### config.mk
export PLATFORM = sky130hd
export DESIGN_NAME = memory_arbiter
export DESIGN_NICKNAME = d
export VERILOG_FILES = /design/src/rtl/memory_arbiter.sv
export SDC_FILE = /design/constraint.sdc
export NUM_CORES = 1
export LEC_CHECK = 0
export ABC_AREA = 1
export BUFFER_PORTS_ARGS = -buffer_cell sky130_fd_sc_hd__buf_2
export CORE_UTILIZATION = 40
export DETAILED_ROUTE_END_ITERATION = 6
export PLACE_DENSITY = 0.8
export SLEW_MARGIN = 30
export SYNTH_ARGS = -nofsm -noshare
export SYNTH_HDL_FRONTEND = slang
export SYNTH_SLANG_ARGS = --single-unit
### constraint.sdc
create_clock -name CLK -period 3.46 [get_ports CLK]
set_input_delay 0.519 -clock CLK [delete_from_list [all_inputs] [get_ports CLK]]
set_output_delay 0.519 -clock CLK [all_outputs]
set_load 0.05 [all_outputs]
### src/rtl/memory_arbiter.sv
// Arbitrates datapath instruction fetches and data accesses onto a single RAM port.
// Data requests win ties; a transaction aborts on timeout, RAM error or request drop.
module memory_arbiter #(
   parameter int unsigned TIMEOUT = 64
) (
   input  logic        CLK,
   input  logic        RST,
   input  logic        iREN,
   input  logic [31:0] iaddr,
   input  logic        dREN,
   input  logic        dWEN,
   input  logic [31:0] daddr,
   input  logic [31:0] dstore,
   output logic        iwait,
   output logic        dwait,
   output logic [31:0] iload,
   output logic [31:0] dload,
   output logic        ramREN,
   output logic        ramWEN,
   output logic [31:0] ramaddr,
   output logic [31:0] ramstore,
   input  logic [31:0] ramload,
   input  logic [1:0]  ramstate,
   output logic        err
);

   localparam int unsigned CNT_W  = 8;
   localparam int unsigned ADDR_W = 32;
   localparam int unsigned DATA_W = 32;

   typedef enum logic [1:0] {
      IDLE  = 2'd0,
      DATA  = 2'd1,
      INSTR = 2'd2
   } state_t;

   typedef enum logic [1:0] {
      FREE   = 2'd0,
      BUSY   = 2'd1,
      ACCESS = 2'd2,
      ERROR  = 2'd3
   } ramstate_t;

   state_t              state, state_next;
   logic [CNT_W-1:0]    cnt, cnt_next;
   logic [ADDR_W-1:0]   lat_addr, addr_next;
   logic [DATA_W-1:0]   lat_data, data_next;
   logic                lat_write, write_next;
   logic                err_next;
   logic                i_done, d_done;
   logic                d_req;
   logic                cnt_expired;
   ramstate_t           rs;

   assign rs          = ramstate_t'(ramstate);
   assign d_req       = dREN | dWEN;
   assign cnt_expired = (cnt == CNT_W'(TIMEOUT - 1));

   // State and transaction latches; reset drops strobes via state immediately
   always_ff @(posedge CLK or posedge RST) begin
      if (RST) begin
         state     <= IDLE;
         cnt       <= '0;
         lat_addr  <= '0;
         lat_data  <= '0;
         lat_write <= 1'b0;
         err       <= 1'b0;
      end else begin
         state     <= state_next;
         cnt       <= cnt_next;
         lat_addr  <= addr_next;
         lat_data  <= data_next;
         lat_write <= write_next;
         err       <= err_next;
      end
   end

   // Next-state, RAM drive and completion decode
   always_comb begin
      state_next = state;
      cnt_next   = cnt;
      addr_next  = lat_addr;
      data_next  = lat_data;
      write_next = lat_write;
      err_next   = err;
      ramREN     = 1'b0;
      ramWEN     = 1'b0;
      ramaddr    = '0;
      ramstore   = '0;
      iload      = '0;
      dload      = '0;
      i_done     = 1'b0;
      d_done     = 1'b0;

      // Conflicting data strobes are flagged; the access proceeds as a write
      if (dREN && dWEN) begin
         err_next = 1'b1;
      end

      case (state)
         IDLE: begin
            if (d_req) begin
               state_next = DATA;
               addr_next  = daddr;
               data_next  = dstore;
               write_next = dWEN;
               cnt_next   = '0;
            end else if (iREN) begin
               state_next = INSTR;
               addr_next  = iaddr;
               data_next  = '0;
               write_next = 1'b0;
               cnt_next   = '0;
            end
         end

         DATA: begin
            ramaddr  = lat_addr;
            ramstore = lat_data;
            ramWEN   = lat_write;
            ramREN   = ~lat_write;
            if (rs == ERROR) begin
               err_next   = 1'b1;
               state_next = IDLE;
            end else if (rs == ACCESS) begin
               d_done     = 1'b1;
               dload      = ramload;
               state_next = IDLE;
            end else if (!d_req) begin
               state_next = IDLE;
            end else if (cnt_expired) begin
               err_next   = 1'b1;
               state_next = IDLE;
            end else begin
               cnt_next = cnt + CNT_W'(1);
            end
         end

         INSTR: begin
            ramaddr = lat_addr;
            ramREN  = 1'b1;
            if (rs == ERROR) begin
               err_next   = 1'b1;
               state_next = IDLE;
            end else if (rs == ACCESS) begin
               i_done     = 1'b1;
               iload      = ramload;
               state_next = IDLE;
            end else if (!iREN) begin
               state_next = IDLE;
            end else if (cnt_expired) begin
               err_next   = 1'b1;
               state_next = IDLE;
            end else begin
               cnt_next = cnt + CNT_W'(1);
            end
         end

         default: begin
            state_next = IDLE;
         end
      endcase
   end

   assign iwait = iREN & ~i_done;
   assign dwait = d_req & ~d_done;

endmodule

==> run summary, run 1 <==
status: finished, final reports clean
RSZ-0062 raised after global routing: false
Most used DFF post-synth: dfrtp_1
Ys Warns: 0
non-filler cells, final: 1014
syn avg cell area: 7.02 um2
most common library cells after synthesis: nand2_1, inv_1, nor2_1
via count: 4694
Routability Congestion: 0.821
Layout fillers: 1045
Layout Skew: 0.0134 ns
Final setup viols: 0
Worst slew margin: 36.3%
Post-Route WL: 12.8 mm
WS Path Type: flop to output port
post-synthesis cell area: 4360 um2
Resize count post-CTS: 0
# nets final: 1012
Root Driver: clkbuf_8
WHS: 0.266 ns
Synth Register Bits: 76
TritonCTS Buffers: 9
layout cell share with drive strength beyond 1: 34.2%
hold crit path type: input port to asynchronous set/reset pin
Cell variety after synth: 27
synth top area cells: dfrtp_1, nand2_1, inv_1, nor2_1, a22o_1
Slew @ Worst Pin: 0.955 ns
post-route minimum period: 2.92 ns
pwr dens: 934 nW/um2
GRT Util Overall: 22.5%
Core Area: 10500 um2
clock slew at reported path FFs: 0.09 ns
Post-synth ARST share: 100%
top cell type by total area after synthesis: dfrtp_1
Synth Net Count: 761
# IOs: 268
r2r endpoint: cnt[0]$_DFFE_PP0P_
DRT Pass-1 Iters: 4
grt total ovfl: 0
register area share after synthesis: 43.6%
Post-DRT Antenna Nets: 0
Vias/cell: 4.63
dpl hpwl: 9.61 mm
largest net degree at the start of global routing: 67
Worst Path Max Fanout: 15
DR WL/cell: 12.7 um
top cell type's share of synthesized area: 43.6%
first-pass GRT wire length: 19.9 mm
die height: 106 um
Final Cycle Share: 84.5%
clock sink count: 76
vias in the first global route: 4332
Placed Cells: 997
sum of negative setup slack: 0 ns
clk buf depth: 2
r2r setup slk: 1.35 ns
Register-to-Register Path Depth: 9
H-tree Lvls: 3
most common cell in the netlist: nand2_1
number of flops mapped to enable cells by yosys: 0
FMAX: 342 MHz
row cnt: 37
Starting Density: 41.7%
Lkg Pwr: 0.00394 uW
DR DRC count: 0
setup bufs post-CTS: 0
Startpoint Class: flop
antenna violations before repair: 1
IO buf count: 267
area taken by multi-input logic gates: 1870 um2
CP arrival: 2.40 ns
Area Growth Syn to Fin: 36.8%
worst path required time: 2.94 ns
die area: 11300 um2
Reg area: 1900 um2
DR iter-0 viols: 246
cts hold-fix bufs: 0
Max Slew Vio Count: 0
CTS tree: yes
max_cap viols: 0
Worst setup EP type: output port
Peak VDD IR: 0.000611 V
Final Hold Viols: 0
Worst-Skew Late Latency: 0.36 ns
synthesized instance count: 621
R2R Path Start: state[1]$_DFFE_PP0P_
Die X-Extent: 106 um
## metal layers
layer / wire length (um) / vias up / global-route usage, % / share of wire, %
met5: 0 / - / 0 / 0
met4: 248 / 0 / 7.93 / 1.9
met3: 1060 / 16 / 5.33 / 8.3
met1: 4870 / 2101 / 24.4 / 38
met2: 6660 / 190 / 42.5 / 52
li1: - / 2387 / - / -
## how the worst max path moves through the flow
stage                          from                  to  slack (ns)  cells after the start
6_report       state[0]$_DFFE_PP0P_              ramREN        0.54                      5
3_5_place_dp   state[0]$_DFFE_PP0P_              ramREN        0.87                      5
3_3_place_gp   state[0]$_DFFE_PP0P_              ramREN        0.97                      5
5_1_grt        state[0]$_DFFE_PP0P_              ramREN        0.27                      5
4_1_cts        state[0]$_DFFE_PP0P_              ramREN        0.47                      5
2_1_floorplan                   RST  cnt[0]$_DFFE_PP0P_         1.0                      1
## cell usage in the layout (no fill, tap or decap), drive strengths merged
master,Yosys,layout
buf,20,273
clkinvlp,0,3
xnor2,1,1
clkbuf,13,11
or2,1,1
nand3,11,11
dfrtp,76,76
nand4,1,1
inv,117,117
nor2,113,113
ha,5,5
a21oi,5,5
o21ai,11,11
clkinv,1,3
xor2,2,2
a31oi,32,32
diode,0,1
nand2,179,179
o21bai,1,1
a22o,32,32
## sequential cells by signal (all words and copies together), names as in the netlist
register and flops:
err 1, lat_data 32, cnt 8, lat_write 1, lat_addr 32, state 2
## area by class of cell
type / count / area share (%)
Sequential cell: 76 / 31.9
Multi-Input combinational cell: 394 / 31.3
Timing Repair Buffer: 273 / 23.4
Inverter: 118 / 7.46
Tap cell: 136 / 2.85
Clock buffer: 11 / 2.54
Clock inverter: 5 / 0.608
Antenna cell: 1 / 0.0419
## through the flow
stage | total power (uW) | worst slack (ns) | utilization (%) | cell area [um2]
final | 5570 | 0.536 | 57.0 | 5970
after detailed placement | 4970 | 0.873 | 55.2 | 5780
after global placement | 4930 | 0.975 | 55.2 | 5780
after floorplan | 4180 | 0.999 | - | 4360
after global routing | 5950 | 0.268 | 57.0 | 5970
after CTS | 5620 | 0.469 | 57.0 | 5960
## logic make-up after synthesis
| kind of cell | Yosys count | share of synthesized area (%) |
|---|---|---|
| adder cells (fa/ha/maj) | 5 | 1.43 |
| AO/OA/AOI/OAI | 81 | 13.3 |
| buffers and inverters | 151 | 13.6 |
| AND/OR/NAND/NOR | 305 | 27.5 |
| XOR/XNOR | 3 | 0.603 |
| flip-flops | 76 | 43.6 |
## worst max-delay path, stage by stage (launching register included)
cell,delay [ns]
dfrtp_1,0.40
inv_1,0.08
ha_1,0.67
clkinv_1,0.39
a21oi_1,0.22
buf_2,0.30
## power by group
part	total (uW)	internal [uW]	switching (uW)
registers	1500	1280	218
clock network	642	299	343
logic	3430	856	2580
(Power assumes the default switching activity.)
==> inputs of run 2 (changes only) <==
--- a/config.mk
+++ b/config.mk
@@ -5,11 +5,11 @@
 export SDC_FILE = /design/constraint.sdc
 export NUM_CORES = 1
 export LEC_CHECK = 0
-export ABC_AREA = 1
+export ABC_AREA = 0
 export BUFFER_PORTS_ARGS = -buffer_cell sky130_fd_sc_hd__buf_2
 export CORE_UTILIZATION = 40
 export DETAILED_ROUTE_END_ITERATION = 6
-export PLACE_DENSITY = 0.8
+export PLACE_DENSITY = 0.81
 export SLEW_MARGIN = 30
 export SYNTH_ARGS = -nofsm -noshare
 export SYNTH_HDL_FRONTEND = slang
==> constraint.sdc (replaced) <==
create_clock -name CLK -period 3.05 [get_ports CLK]
set_input_delay 0.4575 -clock CLK [delete_from_list [all_inputs] [get_ports CLK]]
set_output_delay 0.4575 -clock CLK [all_outputs]
set_load 0.05 [all_outputs]
==> run 2 against run 1 <==
  * Critical path depth stayed put
  * Worst hold slack worse by 0.17 ns
  * Sequential power is 12% higher
  * Die area is 2.9% lower
  * Global-route usage is 2.4 points lower
  * Clock skew is 0.0044 ns lower
  * Clock-buffer cell count is 1 higher
  * Clock power is 31% higher
  * Sequential share of layout area is 0.51 points higher
==> run summary, run 2 <==
DR WL/cell: 13.4 um (+5.5%)
Post-DRT Antenna Nets: 0 (unchanged)
slowest cell on the critical path: and3b_1
Critical Path, Cell by Cell: inv_1 > ha_1 > and3b_1 > and2_1 > buf_2
r2r setup slk: 0.95 ns (-0.40 ns)
DR iter-0 viols: 198 (-20%)
die area: 11000 um2 (-2.9%)
GRT Util Overall: 20.2% (-2.4 points)
cts hold-fix bufs: 0 (unchanged)
Core Area: 10300 um2 (-1.8%)
Worst-Skew Late Latency: 0.35 ns (about the same)
Ys Warns: 0 (unchanged)
# IOs: 268 (unchanged)
post-route cell area: 5870 um2 (-1.6%)
row cnt: 37 (unchanged)
antenna violations before repair: 0 (-1)
clock slew at reported path FFs: 0.08 ns (about the same)
syn avg cell area: 9.58 um2 (+36%)
top cell type's share of synthesized area: 44.9% (+1.3 points)
clock sink count: 76 (unchanged)
Placed Cells: 820 (-18%)
H-tree Lvls: 3 (unchanged)
Peak VDD IR: 0.000583 V (-4.6%)
Post-Route WL: 11.2 mm (-13%)
DR DRC count: 0 (unchanged)
synth top area cells: dfrtp_1, and2_1, mux2i_1, a22o_1, nand2_1
top cell type by total area after synthesis: dfrtp_1
pre-CTS WS: 0.713 ns (-0.160 ns)
RSZ-0062 raised after global routing: false
Vias/cell: 4.87 (+5.1%)
via count: 4068 (-13%)
status: finished, final reports clean
first-pass GRT wire length: 17.9 mm (-10%)
Post-Synth Simple-Gate Area: 26.8% (-0.71 points)
register area share after synthesis: 44.9% (+1.3 points)
Placed Area: 5660 um2 (-2.1%)
vias in the first global route: 3842 (-11%)
Area Growth Syn to Fin: 38.7%
post-synthesis adder-cell area fraction: 1.48% (+0.043 points)
IO buf count: 267 (unchanged)
Max Slew Vio Count: 0 (unchanged)
worst path required time: 2.59 ns (-0.35 ns)
Root Driver: clkbuf_8
non-filler cells, final: 836 (-18%)
Worst Path Max Fanout: 33 (+18)
Worst setup EP type: output port
Starting Density: 41.2% (-0.49 points)
max_cap viols: 0 (unchanged)
clk buf depth: 2 (unchanged)
Final setup viols: 0 (unchanged)
layout cell share with drive strength beyond 1: 42.9% (+8.6 points)
Worst slew margin: 44.9% (+8.6 points)
Startpoint Class: flop
Final WS setup: 0.350 ns (-0.186 ns)
DRT Pass-1 Iters: 5 (+1)
Synth Area in Compound Gates: 14.9% (+1.6 points)
hold crit path type: input port to asynchronous set/reset pin
Resize count post-CTS: 0 (unchanged)
Slew @ Worst Pin: 0.827 ns (-0.128 ns)
number of flops mapped to enable cells by yosys: 0 (unchanged)
Post-Synth XOR/XNOR Area: 0% (-0.60 points)
largest registers: lat_addr x32, lat_data x32, cnt x8
setup bufs post-CTS: 0 (unchanged)
most common library cells after synthesis: and2_1, dfrtp_1, nand2_1
Routability Congestion: 0.797 (-2.9%)
synthesized instance count: 442 (-29%)
Final Hold Viols: 0 (unchanged)
Final Cycle Share: 88.5%
Synth Net Count: 582 (-24%)
post-route minimum period: 2.70 ns
Critical Path Max Stage Delay: 0.71 ns (+0.04 ns)
# nets final: 835 (-17%)
sum of negative setup slack: 0 ns (unchanged)
Layout Skew: 0.00897 ns (-0.00442 ns)
CP arrival: 2.24 ns (-0.16 ns)
grt total ovfl: 0 (unchanged)
commonest cells after routing, fill and taps aside: buf_2, and2_1, dfrtp_1, nand2_1
Most used DFF post-synth: dfrtp_1
Die X-Extent: 105 um (-1.4%)
largest net degree at the start of global routing: 62 (-7.5%)
post-synthesis cell area: 4230 um2 (-2.9%)
Antenna diodes: 0 (-1)
dpl hpwl: 8.60 mm (-11%)
post-synthesis mux area share: 7.80% (+7.8 points)
TritonCTS Buffers: 9 (unchanged)
Post-synth ARST share: 100% (unchanged)
Cell variety after synth: 36 (+33%)
CTS tree: yes
FMAX: 370 MHz
WS Path Type: flop to output port
Lkg Pwr: 0.00326 uW (-17%)
die height: 105 um (-1.4%)
most common cell in the netlist: and2_1
pwr dens: 1010 nW/um2 (+8.1%)
commonest non-fill, non-tap cell in the layout: buf_2
main combinational cell family by area after synthesis: simple AND/OR/NAND/NOR gates
Synth Register Bits: 76 (unchanged)
WHS: 0.0976 ns (-0.168 ns)
[run 2: cell types whose count changed after synthesis, sizes merged, moves of 32 or more]
cell   previous run  this run
nand2           179        39
inv             117         7
a31oi            32         0
and2              0       130
nor2            113         5
mux2i             0        33
[run 2: worst max-delay path, delay by kind of cell, from the launching register on]
family | cells | cell delay, ns
flip-flops | 1 | 0.42
AND/OR/NAND/NOR | 2 | 0.94
adder cells (fa/ha/maj) | 1 | 0.17
buffers and inverters | 2 | 0.37
[run 2: logic make-up (layout without fill, tap and decap cells)]
kind of cell,after synthesis,in the layout
AND/OR/NAND/NOR,197,197
buffers and inverters,40,298
multiplexers,33,33
AO/OA/AOI/OAI,91,91
adder cells (fa/ha/maj),5,5
flip-flops,76,76
[run 2: path summary, 6_finish.rpt]
| check | cells after the start | endpoint | startpoint |
|---|---|---|---|
| hold reg to reg | 2 | lat_addr[24]$_DFFE_PP0P_ | lat_addr[24]$_DFFE_PP0P_ |
| hold / removal | 2 | cnt[1]$_DFFE_PP0P_ | RST |
| setup / recovery | 5 | dload[25] | state[1]$_DFFE_PP0P_ |
| max in group asynchronous | 3 | lat_data[15]$_DFFE_PP0P_ | RST |
| min in group CLK | 2 | lat_data[10]$_DFFE_PP0P_ | dstore[10] |
| setup reg to reg | 7 | cnt[7]$_DFFE_PP0P_ | state[1]$_DFFE_PP0P_ |
[run 2: routing by layer]
metal	vias to the layer above	wire length [um]	global-route usage, %
li1	1999	-	-
met1	1895	4600	23.8
met2	157	5690	35.8
met3	17	666	3.99
met4	0	206	8.25
met5	-	0	0
[run 2: per-stage QoR]
stage               power, uW  utilization (%)
floorplan                4370                -
global placement         5060             55.0
detailed placement       5130             55.0
CTS                      5990             57.2
global route             6300             57.2
finish                   5930             57.2
[run 2: area by class of cell]
type                            instances  area (um2)
Multi-Input combinational cell        326        2160
Inverter                                7        26.3
Clock buffer                           12         145
Clock inverter                          4        72.6
Timing Repair Buffer                  275        1400
Fill cell                             969        4400
Tap cell                              136         170
Sequential cell                        76        1900
[run 2: where the power goes]
group          leakage, uW  switching (uW)  internal [uW]  total (uW)
clock network     0.000107             361            483         843
logic              0.00221            2460            953        3410
registers         0.000944             227           1450        1680
==> inputs of run 3 (changes only) <==
--- a/config.mk
+++ b/config.mk
@@ -7,9 +7,11 @@
 export LEC_CHECK = 0
 export ABC_AREA = 0
 export BUFFER_PORTS_ARGS = -buffer_cell sky130_fd_sc_hd__buf_2
-export CORE_UTILIZATION = 40
+export CORE_AREA = 2 2 103 105
+export CTS_CLUSTER_SIZE = 25
 export DETAILED_ROUTE_END_ITERATION = 6
-export PLACE_DENSITY = 0.81
+export DIE_AREA = 0 0 105 107
+export PLACE_DENSITY = 0.84
 export SLEW_MARGIN = 30
 export SYNTH_ARGS = -nofsm -noshare
 export SYNTH_HDL_FRONTEND = slang
==> run 3 against run 2 <==
  * Die area rose by 2.1%
  * Combinational power rose by 1%
  * Sequential power barely moved
  * Wire length rose by 12%
  * Critical path depth did not move
  * Sequential cell count did not move
  * Worst setup slack got worse by 0.038 ns
  * Sequential share of layout area barely moved
  * Largest cell class unchanged
  * Clock power fell by 6.8%
==> run summary, run 3 (synthesis results as in run 2) <==
# IOs: 268 (unchanged)
first-pass GRT wire length: 19.3 mm (+7.5%)
die height: 107 um (+2.0%)
commonest cells after routing, fill and taps aside: buf_2, and2_1, dfrtp_1, nand2_1
Die X-Extent: 105 um (+0.11%)
Worst setup EP type: output port
IO buf count: 267 (unchanged)
R2R Path Start: state[1]$_DFFE_PP0P_
DR DRC count: 0 (unchanged)
Post-Route WL: 12.5 mm (+12%)
row cnt: 37 (unchanged)
Slew @ Worst Pin: 0.790 ns (-0.0373 ns)
Final Cycle Share: 89.8% (+1.3 points)
DRT Pass-1 Iters: 4 (-1)
# nets final: 832 (-0.36%)
post-route cell area: 5880 um2 (about the same)
Final setup viols: 0 (unchanged)
layout cell share with drive strength beyond 1: 42.5% (-0.33 points)
WS Path Type: flop to output port
vias in the first global route: 4054 (+5.5%)
Resize count post-CTS: 0 (unchanged)
Placed Area: 5660 um2 (about the same)
post-route minimum period: 2.74 ns (+0.0382 ns)
grt total ovfl: 0 (unchanged)
Root Driver: clkbuf_8
Routability Congestion: 0.968 (+21%)
antenna violations before repair: 7 (+7)
CP startpoint: state[0]$_DFFE_PP0P_
Peak VDD IR: 0.000522 V (-10%)
die area: 11200 um2 (+2.1%)
via count: 4134 (+1.6%)
largest registers: lat_addr x32, lat_data x32, cnt x8
Worst slew margin: 47.3% (+2.4 points)
FMAX: 365 MHz (-1.4%)
setup bufs post-CTS: 0 (unchanged)
sum of negative setup slack: 0 ns (unchanged)
CTS tree: yes
Startpoint Class: flop
GRT Util Overall: 21.7% (+1.5 points)
Lkg Pwr: 0.00325 uW (-0.29%)
Starting Density: 42.0% (+0.76 points)
Final Hold Viols: 0 (unchanged)
r2r setup slk: 0.96 ns (about the same)
Post-DRT Antenna Nets: 0 (unchanged)
hold crit path type: input port to asynchronous set/reset pin
Core Area: 10100 um2 (-1.8%)
pwr dens: 1010 nW/um2 (-0.30%)
dpl hpwl: 9.78 mm (+14%)
Max Slew Vio Count: 0 (unchanged)
CP arrival: 2.28 ns (+0.04 ns)
Vias/cell: 4.93 (+1.3%)
max_cap viols: 0 (unchanged)
worst path required time: 2.59 ns (about the same)
clock sink count: 76 (unchanged)
status: finished, final reports clean
Worst-Skew Late Latency: 0.33 ns (-0.02 ns)
H-tree Lvls: 3 (unchanged)
Layout Skew: 0.00444 ns (-0.00454 ns)
TritonCTS Buffers: 9 (unchanged)
Area Growth Syn to Fin: 38.9% (about the same)
DR iter-0 viols: 225 (+14%)
commonest non-fill, non-tap cell in the layout: buf_2
RSZ-0062 raised after global routing: false
clock slew at reported path FFs: 0.07 ns (about the same)
DR WL/cell: 14.9 um (+12%)
Worst Path Max Fanout: 33 (unchanged)
clk buf depth: 2 (unchanged)
largest net degree at the start of global routing: 98 (+58%)
cts hold-fix bufs: 0 (unchanged)
-- run 3: cell types whose count changed in the layout (fill, tap and decap cells not counted) --
cell        delta
diode_2        +7
buf_4          -5
buf_12         +2
clkbuf_8       +2
bufinv_16      -1
clkinv_2       -1
clkinvlp_4     -1
-- run 3: final cells by class --
cell class	instances	area [um2]
clock buffers	14	173
fillers	896	4210
well taps	136	170
flip-flops and latches	76	1900
diodes	7	17.5
clock inverters	1	30.0
inverters	7	26.3
multi-input cells	326	2160
repair buffers	272	1400
-- run 3: worst paths after layout --
check | endpoint | cells after the start
setup / recovery | iload[8] | 5
hold / removal | lat_data[6]$_DFFE_PP0P_ | 2
setup reg to reg | cnt[7]$_DFFE_PP0P_ | 7
hold reg to reg | lat_addr[12]$_DFFE_PP0P_ | 2
max in group asynchronous | lat_addr[8]$_DFFE_PP0P_ | 3
min in group CLK | lat_data[30]$_DFFE_PP0P_ | 2
-- run 3: per-stage QoR --
| step | hold slack (ns) | utilization, % | power (uW) | cells | setup WS (ns) |
|---|---|---|---|---|---|
| final | 0.266 | 58.3 | 5920 | 839 | 0.312 |
| after global routing | 0.326 | 58.3 | 6270 | 839 | 0.0898 |
| after CTS | 0.286 | 58.1 | 5970 | 832 | 0.283 |
| after detailed placement | 0.462 | 56.1 | 5160 | 817 | 0.664 |
| after global placement | 0.455 | 56.1 | 5070 | 817 | 0.789 |
| after floorplan | 0.442 | - | 4370 | 442 | 0.654 |
-- run 3: report_power, final --
part	leakage, uW	internal [uW]	switching, uW
combinational	0.00220	965	2490
clock	0.000103	442	344
sequential	0.000944	1450	232
total	0.00325	2860	3060
-- run 3: critical path: stages, from the launching register on --
cell and delay, ns:
dfrtp_1 0.42, inv_1 0.10, ha_1 0.27, and3b_1 0.68, and2_1 0.23, buf_2 0.26
-- run 3: routing by layer --
layer	global-route usage (%)	part of all wire, %
met5	0	0
met3	4.38	6.4
met4	14.6	4.7
met1	23.0	37
met2	38.8	52
